$ cat src/rtl/odin_ctrl_pkg.sv
// Shared types and helpers for the event-sequencer control slice.
package odin_ctrl_pkg;

    typedef enum logic [2:0] {
        IDLE = 3'd0,
        RD   = 3'd1,
        WR   = 3'd2,
        DONE = 3'd3,
        ACKW = 3'd4
    } seq_state_t;

    localparam logic EVT_SYN  = 1'b0;
    localparam logic EVT_TREF = 1'b1;

    // Synapse word address: pre-synaptic address plus the upper bits of the
    // post-synaptic index (eight synapses share one word).
    function automatic int synaddr_w(input int m);
        return 2 * m - 3;
    endfunction

endpackage

$ cat src/rtl/aer_handshake_4ph.sv
// Four-phase req/ack front end: decides when an event may be taken and holds
// the acknowledge from sweep completion until the requester releases REQ.
module aer_handshake_4ph (
    input  logic clk_sys,
    input  logic rst_b,
    input  logic req,
    input  logic gate,
    input  logic idle,
    input  logic set_ack,
    input  logic in_ackw,
    output logic accept,
    output logic req_released,
    output logic ack
);

    // New work is only taken in IDLE; gating blocks acceptance, never a sweep.
    assign accept       = idle & req & ~gate;
    assign req_released = in_ackw & ~req;

    // ACK rises together with burst-end and falls on the edge that sees REQ low.
    always_ff @(posedge clk_sys) begin
        if (!rst_b) begin
            ack <= 1'b0;
        end else if (set_ack) begin
            ack <= 1'b1;
        end else if (req_released) begin
            ack <= 1'b0;
        end
    end

endmodule

$ cat src/rtl/neur_event_sequencer.sv
// Sweeps every post-synaptic neuron for one incoming event with a read/write
// SRAM pair per neuron, then pulses burst-end and completes the handshake.
//
// state | meaning
// IDLE  | waiting for an ungated event request
// RD    | read cycle for neuron j (neuron SRAM, synapse word for synaptic events)
// WR    | write-back cycle for neuron j (synapse word only on last of eight, learning on)
// DONE  | one-cycle burst-end, acknowledge raised
// ACKW  | acknowledge held until the requester drops REQ
module neur_event_sequencer
    import odin_ctrl_pkg::*;
#(
    parameter int N = 256,
    parameter int M = 8
) (
    input  logic                      CLK,
    input  logic                      RSTN_syncn,
    input  logic                      SPI_GATE_ACTIVITY_sync,
    input  logic                      SPI_LEARN_EN,
    input  logic                      EVT_REQ,
    input  logic                      EVT_TYPE,
    input  logic [M-1:0]              EVT_ADDR,
    output logic                      EVT_ACK,
    output logic                      CTRL_SYNARRAY_CS,
    output logic                      CTRL_SYNARRAY_WE,
    output logic [synaddr_w(M)-1:0]   CTRL_SYNARRAY_ADDR,
    output logic                      CTRL_NEURMEM_CS,
    output logic                      CTRL_NEURMEM_WE,
    output logic [M-1:0]              CTRL_NEURMEM_ADDR,
    output logic                      CTRL_NEUR_EVENT,
    output logic                      CTRL_NEUR_TREF,
    output logic                      CTRL_NEUR_BURST_END,
    output logic                      BUSY
);

    localparam int           SAW    = synaddr_w(M);
    localparam logic [M-1:0] J_ONE  = M'(1);
    localparam logic [M-1:0] J_LAST = M'(N - 1);

    seq_state_t   state;
    logic [M-1:0] j;
    logic [M-1:0] j_next;
    logic [M-1:0] pre;
    logic         evt_type_q;
    logic         accept;
    logic         req_released;
    logic         set_ack;
    logic         syn_wb;

    function automatic logic [SAW-1:0] syn_word(input logic [M-1:0] pre_i,
                                                input logic [M-1:0] j_i);
        return {pre_i, j_i[M-1:3]};
    endfunction

    assign j_next  = j + J_ONE;
    assign set_ack = (state == WR) && (j == J_LAST);
    // Synapse word is written back once, after its eighth neuron has been processed.
    assign syn_wb  = (evt_type_q == EVT_SYN) && SPI_LEARN_EN && (j[2:0] == 3'b111);

    aer_handshake_4ph u_hs (
        .clk_sys      (CLK),
        .rst_b        (RSTN_syncn),
        .req          (EVT_REQ),
        .gate         (SPI_GATE_ACTIVITY_sync),
        .idle         (state == IDLE),
        .set_ack      (set_ack),
        .in_ackw      (state == ACKW),
        .accept       (accept),
        .req_released (req_released),
        .ack          (EVT_ACK)
    );

    // Sweep FSM; every output is registered with the state it belongs to.
    always_ff @(posedge CLK) begin
        if (!RSTN_syncn) begin
            state               <= IDLE;
            j                   <= '0;
            pre                 <= '0;
            evt_type_q          <= EVT_SYN;
            CTRL_SYNARRAY_CS    <= 1'b0;
            CTRL_SYNARRAY_WE    <= 1'b0;
            CTRL_SYNARRAY_ADDR  <= '0;
            CTRL_NEURMEM_CS     <= 1'b0;
            CTRL_NEURMEM_WE     <= 1'b0;
            CTRL_NEURMEM_ADDR   <= '0;
            CTRL_NEUR_EVENT     <= 1'b0;
            CTRL_NEUR_TREF      <= 1'b0;
            CTRL_NEUR_BURST_END <= 1'b0;
            BUSY                <= 1'b0;
        end else begin
            CTRL_SYNARRAY_CS    <= 1'b0;
            CTRL_SYNARRAY_WE    <= 1'b0;
            CTRL_NEURMEM_CS     <= 1'b0;
            CTRL_NEURMEM_WE     <= 1'b0;
            CTRL_NEUR_EVENT     <= 1'b0;
            CTRL_NEUR_TREF      <= 1'b0;
            CTRL_NEUR_BURST_END <= 1'b0;
            case (state)
                IDLE: begin
                    if (accept) begin
                        state              <= RD;
                        BUSY               <= 1'b1;
                        pre                <= EVT_ADDR;
                        evt_type_q         <= EVT_TYPE;
                        j                  <= '0;
                        CTRL_NEURMEM_CS    <= 1'b1;
                        CTRL_NEURMEM_ADDR  <= '0;
                        CTRL_SYNARRAY_ADDR <= syn_word(EVT_ADDR, '0);
                        CTRL_SYNARRAY_CS   <= (EVT_TYPE == EVT_SYN);
                        CTRL_NEUR_EVENT    <= (EVT_TYPE == EVT_SYN);
                        CTRL_NEUR_TREF     <= (EVT_TYPE == EVT_TREF);
                    end
                end
                RD: begin
                    state            <= WR;
                    CTRL_NEURMEM_CS  <= 1'b1;
                    CTRL_NEURMEM_WE  <= 1'b1;
                    CTRL_SYNARRAY_CS <= syn_wb;
                    CTRL_SYNARRAY_WE <= syn_wb;
                    CTRL_NEUR_EVENT  <= (evt_type_q == EVT_SYN);
                    CTRL_NEUR_TREF   <= (evt_type_q == EVT_TREF);
                end
                WR: begin
                    if (j == J_LAST) begin
                        state               <= DONE;
                        CTRL_NEUR_BURST_END <= 1'b1;
                    end else begin
                        state              <= RD;
                        j                  <= j_next;
                        CTRL_NEURMEM_CS    <= 1'b1;
                        CTRL_NEURMEM_ADDR  <= j_next;
                        CTRL_SYNARRAY_ADDR <= syn_word(pre, j_next);
                        CTRL_SYNARRAY_CS   <= (evt_type_q == EVT_SYN);
                        CTRL_NEUR_EVENT    <= (evt_type_q == EVT_SYN);
                        CTRL_NEUR_TREF     <= (evt_type_q == EVT_TREF);
                    end
                end
                DONE: begin
                    state <= ACKW;
                end
                ACKW: begin
                    if (req_released) begin
                        state <= IDLE;
                        BUSY  <= 1'b0;
                    end
                end
                default: begin
                    state <= IDLE;
                    BUSY  <= 1'b0;
                end
            endcase
        end
    end

endmodule

$ cat config.mk
export PLATFORM = sky130hd
export DESIGN_NAME = neur_event_sequencer
export DESIGN_NICKNAME = d
export VERILOG_FILES = /design/src/rtl/odin_ctrl_pkg.sv /design/src/rtl/aer_handshake_4ph.sv /design/src/rtl/neur_event_sequencer.sv
export SDC_FILE = /design/constraint.sdc
export NUM_CORES = 1
export LEC_CHECK = 0
export CORE_AREA = 10 10 81 83
export CTS_BUF_LIST = sky130_fd_sc_hd__clkbuf_16
export CTS_CLUSTER_DIAMETER = 100
export DETAILED_ROUTE_END_ITERATION = 6
export DIE_AREA = 0 0 91 93
export SYNTH_ARGS = -nofsm -noshare
export SYNTH_HDL_FRONTEND = slang
export SYNTH_SLANG_ARGS = --single-unit
$ cat constraint.sdc
create_clock -name CLK -period 2.4 [get_ports CLK]
set_input_delay 0.48 -clock CLK [delete_from_list [all_inputs] [get_ports CLK]]
set_output_delay 0.48 -clock CLK [all_outputs]
set_load 0.05 [all_outputs]
-- Word-level counts from Yosys, hierarchy flattened
Index checks and enable logic that the tools add are counted.
- reductions and logical operators: 13
- add/subtract/negate cells: 1
- bitwise logic cells: 8
- multiplexer cells: 26
- equal/unequal tests: 9
- operator list (cell ; number):
    13-bit two-way mux ; 2
    13-bit case mux with 2 select lines ; 1
    8-bit two-way mux ; 2
    8-bit case mux with 2 select lines ; 1
    1-bit case mux with 3 select lines ; 5
    3-bit case mux with 5 select lines ; 1
    1-bit two-way mux ; 11
    8-bit by 1-bit adder with 8-bit output, second input constant ; 1
    8-bit == test, second input constant ; 1
    2-bit AND reduction ; 4
    3-bit by 2-bit == test with 1-bit output, second input constant ; 2
    3-bit == test, second input constant ; 2
    3-bit two-way mux ; 2
    2-bit != test, second input constant ; 3
    3-bit AND reduction ; 2
    1-bit inverter ; 5
    2-bit nonzero test ; 2
    1-bit bitwise AND ; 3
    3-bit by 1-bit == test with 1-bit output, second input constant ; 1
    1-bit logical AND ; 3
    3-bit zero test ; 1
    3-bit OR reduction ; 1
    2-bit two-way mux ; 1
- logic and storage cells: 71
- output and inout port bits: 30
- register bits: 42

-- Depth between registers and ports, before layout
- depth in word-level cells: 5
- gate-level depth with buffers: 6
- gate-level depth less buffers: 6

-- Hierarchy
Synthesis repeated with hierarchy kept, for this count alone.
- cell total of the unflattened synthesis: 207
- area, all modules: 1649.1 um^2
- modules (own cells, without submodules) (module ; cells each ; times used ; area an instance (um^2) ; seq. area each (um^2)):
    neur_event_sequencer ; 200 ; 1 ; 1591.5 ; 720.7
    aer_handshake_4ph ; 7 ; 1 ; 57.6 ; 20.0

-- Worst setup path after synthesis
OpenSTA, ideal clock, no wires.
- kind: reg2reg
- start: register j[0]
- end: register CTRL_SYNARRAY_ADDR[10]
- buffers on the path: 1
- clock period less this slack: 2.110 ns
- arrival time: 1.995 ns
- stages on the path, launching flop included: 7
- slack: 0.290 ns
- required time: 2.284 ns
- setup time: 0.116 ns
- path through: dfxtp_1 -> ha_1 -> nor4bb_1 -> and4_4 -> buf_2 -> nor4_1 -> a31o_1
- word-level cells in the longest chain between the ends: 3
- ends and longest elaborated chain (element ; RTL line ; text):
    start, declared ; neur_event_sequencer.sv:41 ; logic [M-1:0] j;
    start signal, assigned ; neur_event_sequencer.sv:129 ; j <= j_next;
    8-bit == test ; neur_event_sequencer.sv:124 ; if (j == J_LAST) begin
    2-bit != test (no line) ; n/a ;
    3-bit AND reduction (no line) ; n/a ;
    end signal, assigned ; neur_event_sequencer.sv:108 ; CTRL_SYNARRAY_ADDR <= syn_word(EVT_ADDR, '0);
    end signal, assigned ; neur_event_sequencer.sv:132 ; CTRL_SYNARRAY_ADDR <= syn_word(pre, j_next);
    end, declared ; neur_event_sequencer.sv:26 ; output logic [synaddr_w(M)-1:0] CTRL_SYNARRAY_ADDR,
No other way between the ends.
A chain may end at the register's enable or synchronous reset.

==> metrics.cfg <==
[run_status]
status=completed

[logic_synthesis]
ys_seq_area_share_pct=43.7
syn-num-nets=206
synth_top_area_cell=dfxtp_1
ys_seq_elements=37
ys_async_sr_fraction_pct=0
synthCells=190
ys.warnings.count=0
synth_area_leaders=dfxtp_1 (44%), mux2i_1 (4.7%), a31o_1 (4.1%), a21oi_1 (3.8%), o21ai_1 (3.8%)
avgSynthCellArea_um2=8.92
synthFlopType=dfxtp_1
synthDistinctLibCells=44
synth_top_area_share_pct=43.7
synth_most_common_cell=dfxtp_1
yosys-top-cells-count=dfxtp_1 (37), nand2_1 (16), a21oi_1 (13), o21ai_1 (13), nor2_1 (11)
synth_enable_flop_cells=0
mappedNetlistArea_mm2=0.00169

[sta]
fin_setup_tns_ns=0
rsz0062_at_grt=false
max_freq_mhz=474
setup_slack_ns=0.292
setup_viol=0
hold_viol=0
slew_headroom_pct=58.8
drv_slew=0
tightest_slew_ns=0.618
min_period_over_period_pct=87.8
skew_ns=0.00236
period_needed_ns=2.11

[power]
leakagePower_nw=0.855
vdd_drop_max_mv=0.340
fin_total_pwr_mw=1.46
swShare_pct=25.4
power_switching_mw=0.371
p_clk_share_pct=41.2
seq_power_share_pct=44.8
p_comb_share_pct=14.1
power_density_mw_per_mm2=635
p_int_mw=1.09

[layout]
utilization_pct=45.9
stdcell_area_mm2=0.00230
area_growth_pct=35.7
nets=246
drive_gt1_share_pct=7.39
diodes=0

[setup_path]
crit_slowest_cell=clkdlybuf4s50_1
cpLargestDelayFamily=buffers and inverters
critPathBufInv=1
critPathKind=reg2out
path_max_fanout=9
rr_worst_depth=5
reg2reg_from=j[0]$_SDFFE_PN0P_
path_cells=clkdlybuf4s50_1
cp.arrival_ns=1.63
cp-end-kind=primary output
r2r-end=CTRL_SYNARRAY_ADDR[2]$_SDFFE_PN0P_
worst-r2r-setup-slack_ns=0.39
crit_required_ns=1.92
slowest_delay_ns=0.87
start_kind=register

[placement]
portBuffers=43
globalplace.congestion=0.836
dp_slack_ns=0.192
placed_area_mm2=0.00217
hpwl_mm=3.13

[route]
wl_mm=4.46
post_drt_wl_per_cell_um=14.9
vias_per_cell=5.16
drt_pass1_iterations=4
initialDrtViolationCount=96
ant_nets=0
post-route-drc-count=0
vias=1548

[die]
dieArea_mm2=0.00846
rows=26
num_io_pins=44
fp.dieW_um=91
coreArea_mm2=0.00501
dieHeight_um=93
start_util_pct=33.8

[cts]
cts_setup_buffers=0
cts_root_buffer=clkbuf_16
h-tree-depth=2
clk_pin_slew_ns=0.05
cts_sinks=37
cts_buffers=5
cts_tree=built
clkLatencyLatePin_ns=0.27
cts_resized=0
cts_buffer_depth=2
ctsHoldBuffers=0

[min_path]
min-delay-start=u_hs.ack$_SDFFE_PN0P_
min_path_type=reg2reg
hold_end=u_hs.ack$_SDFFE_PN0P_
hold_path_depth=2

[global_routing]
grt_pass1_wl_mm=7.52
use_met1_pct=12.4
antenna_found_initial=0
grt.busiest_layer=met2
grt_util_met3_pct=4.00
grtUsageMet2_pct=16.9
first_global_vias=1526
grt_use_total_pct=10.6
grt-ovfl-total=0
grt_max_degree=26

[flow_run]
maxCapViolations=0

## cell usage in the layout, fill, tap and decap left out, drive strengths merged, types with 2 or more instances in the layout
cell | Yosys | layout
dfxtp | 37 | 37
clkbuf | 5 | 5
clkinv | 1 | 2
nor4 | 9 | 9
or2 | 2 | 2
a31oi | 6 | 6
nor2b | 2 | 2
ha | 2 | 2
nand2 | 16 | 16
mux2i | 8 | 8
and2 | 3 | 3
nand3 | 7 | 7
nor2 | 12 | 12
nand4 | 3 | 3
a32o | 2 | 2
inv | 2 | 3
nor3 | 5 | 5
buf | 12 | 7
o31ai | 2 | 2
a21oi | 13 | 13
clkdlybuf4s50 | 0 | 43
o21ai | 13 | 13
nand2b | 3 | 3
a31o | 8 | 8
and4 | 2 | 2
## power groups by stage
stage               clock (mW)  sequential, mW  combinational [mW]
CTS                      0.616           0.654               0.209
detailed placement           0           0.667               0.208
global route             0.645           0.657               0.223
finish                   0.602           0.654               0.206
global placement             0           0.667               0.207
floorplan                    0           0.718              0.0776
## cells by family after synthesis
| kind of cell | synth area share [%] |
|---|---|
| AOI/OAI and AO/OA | 19.8 |
| adders and majority gates | 1.48 |
| buffers and inverters | 6.43 |
| DFF | 43.7 |
| muxes | 4.73 |
| and+or+nand+nor | 23.9 |
## area by class of cell
type                       count  area, um2
fill                         530       2710
multi-input combinational    133        845
sequential                    37        741
timing repair buffer          50        483
clock buffer                   5        125
tap                           70       87.6
inverter                       3       11.3
clock inverter                 2       7.51
## layer usage
| layer | wire [um] | vias to the layer above |
|---|---|---|
| li1 | - | 783 |
| met1 | 2010 | 710 |
| met2 | 2060 | 47 |
| met3 | 312 | 8 |
| met4 | 76 | 0 |
| met5 | 0 | - |
## through the flow
step | hold WS, ns | instances
finish | 0.456 | 300
detailed placement | 0.450 | 293
global route | 0.479 | 300
CTS | 0.457 | 300
floorplan | 0.458 | 190
global placement | 0.447 | 293
## flip-flops by register name, summed over array words and instances, names as in the netlist
signal / cells
CTRL_SYNARRAY_ADDR: 13
pre: 8
j: 3
state: 3
BUSY: 1
CTRL_NEURMEM_CS: 1
CTRL_NEURMEM_WE: 1
CTRL_NEUR_BURST_END: 1
CTRL_NEUR_EVENT: 1
CTRL_NEUR_TREF: 1
CTRL_SYNARRAY_CS: 1
CTRL_SYNARRAY_WE: 1
evt_type_q: 1
u_hs.ack: 1
## worst max path at each step
stage,slack [ns],cells past startpoint,endpoint,from
CTS,0.30,1,CTRL_SYNARRAY_ADDR[3],CTRL_SYNARRAY_ADDR[3]$_SDFFE_PN0P_
finish,0.29,1,CTRL_NEURMEM_ADDR[7],CTRL_SYNARRAY_ADDR[4]$_SDFFE_PN0P_
detailed placement,0.19,5,j[1]$_SDFFE_PN0P_,EVT_REQ
floorplan,0.29,6,CTRL_SYNARRAY_ADDR[10]$_SDFFE_PN0P_,j[0]$_SDFFE_PN0P_
global placement,0.21,5,j[1]$_SDFFE_PN0P_,EVT_REQ
global route,0.23,5,CTRL_SYNARRAY_ADDR[2]$_SDFFE_PN0P_,j[1]$_SDFFE_PN0P_
No activity file was read; power rests on OpenSTA's default activity.
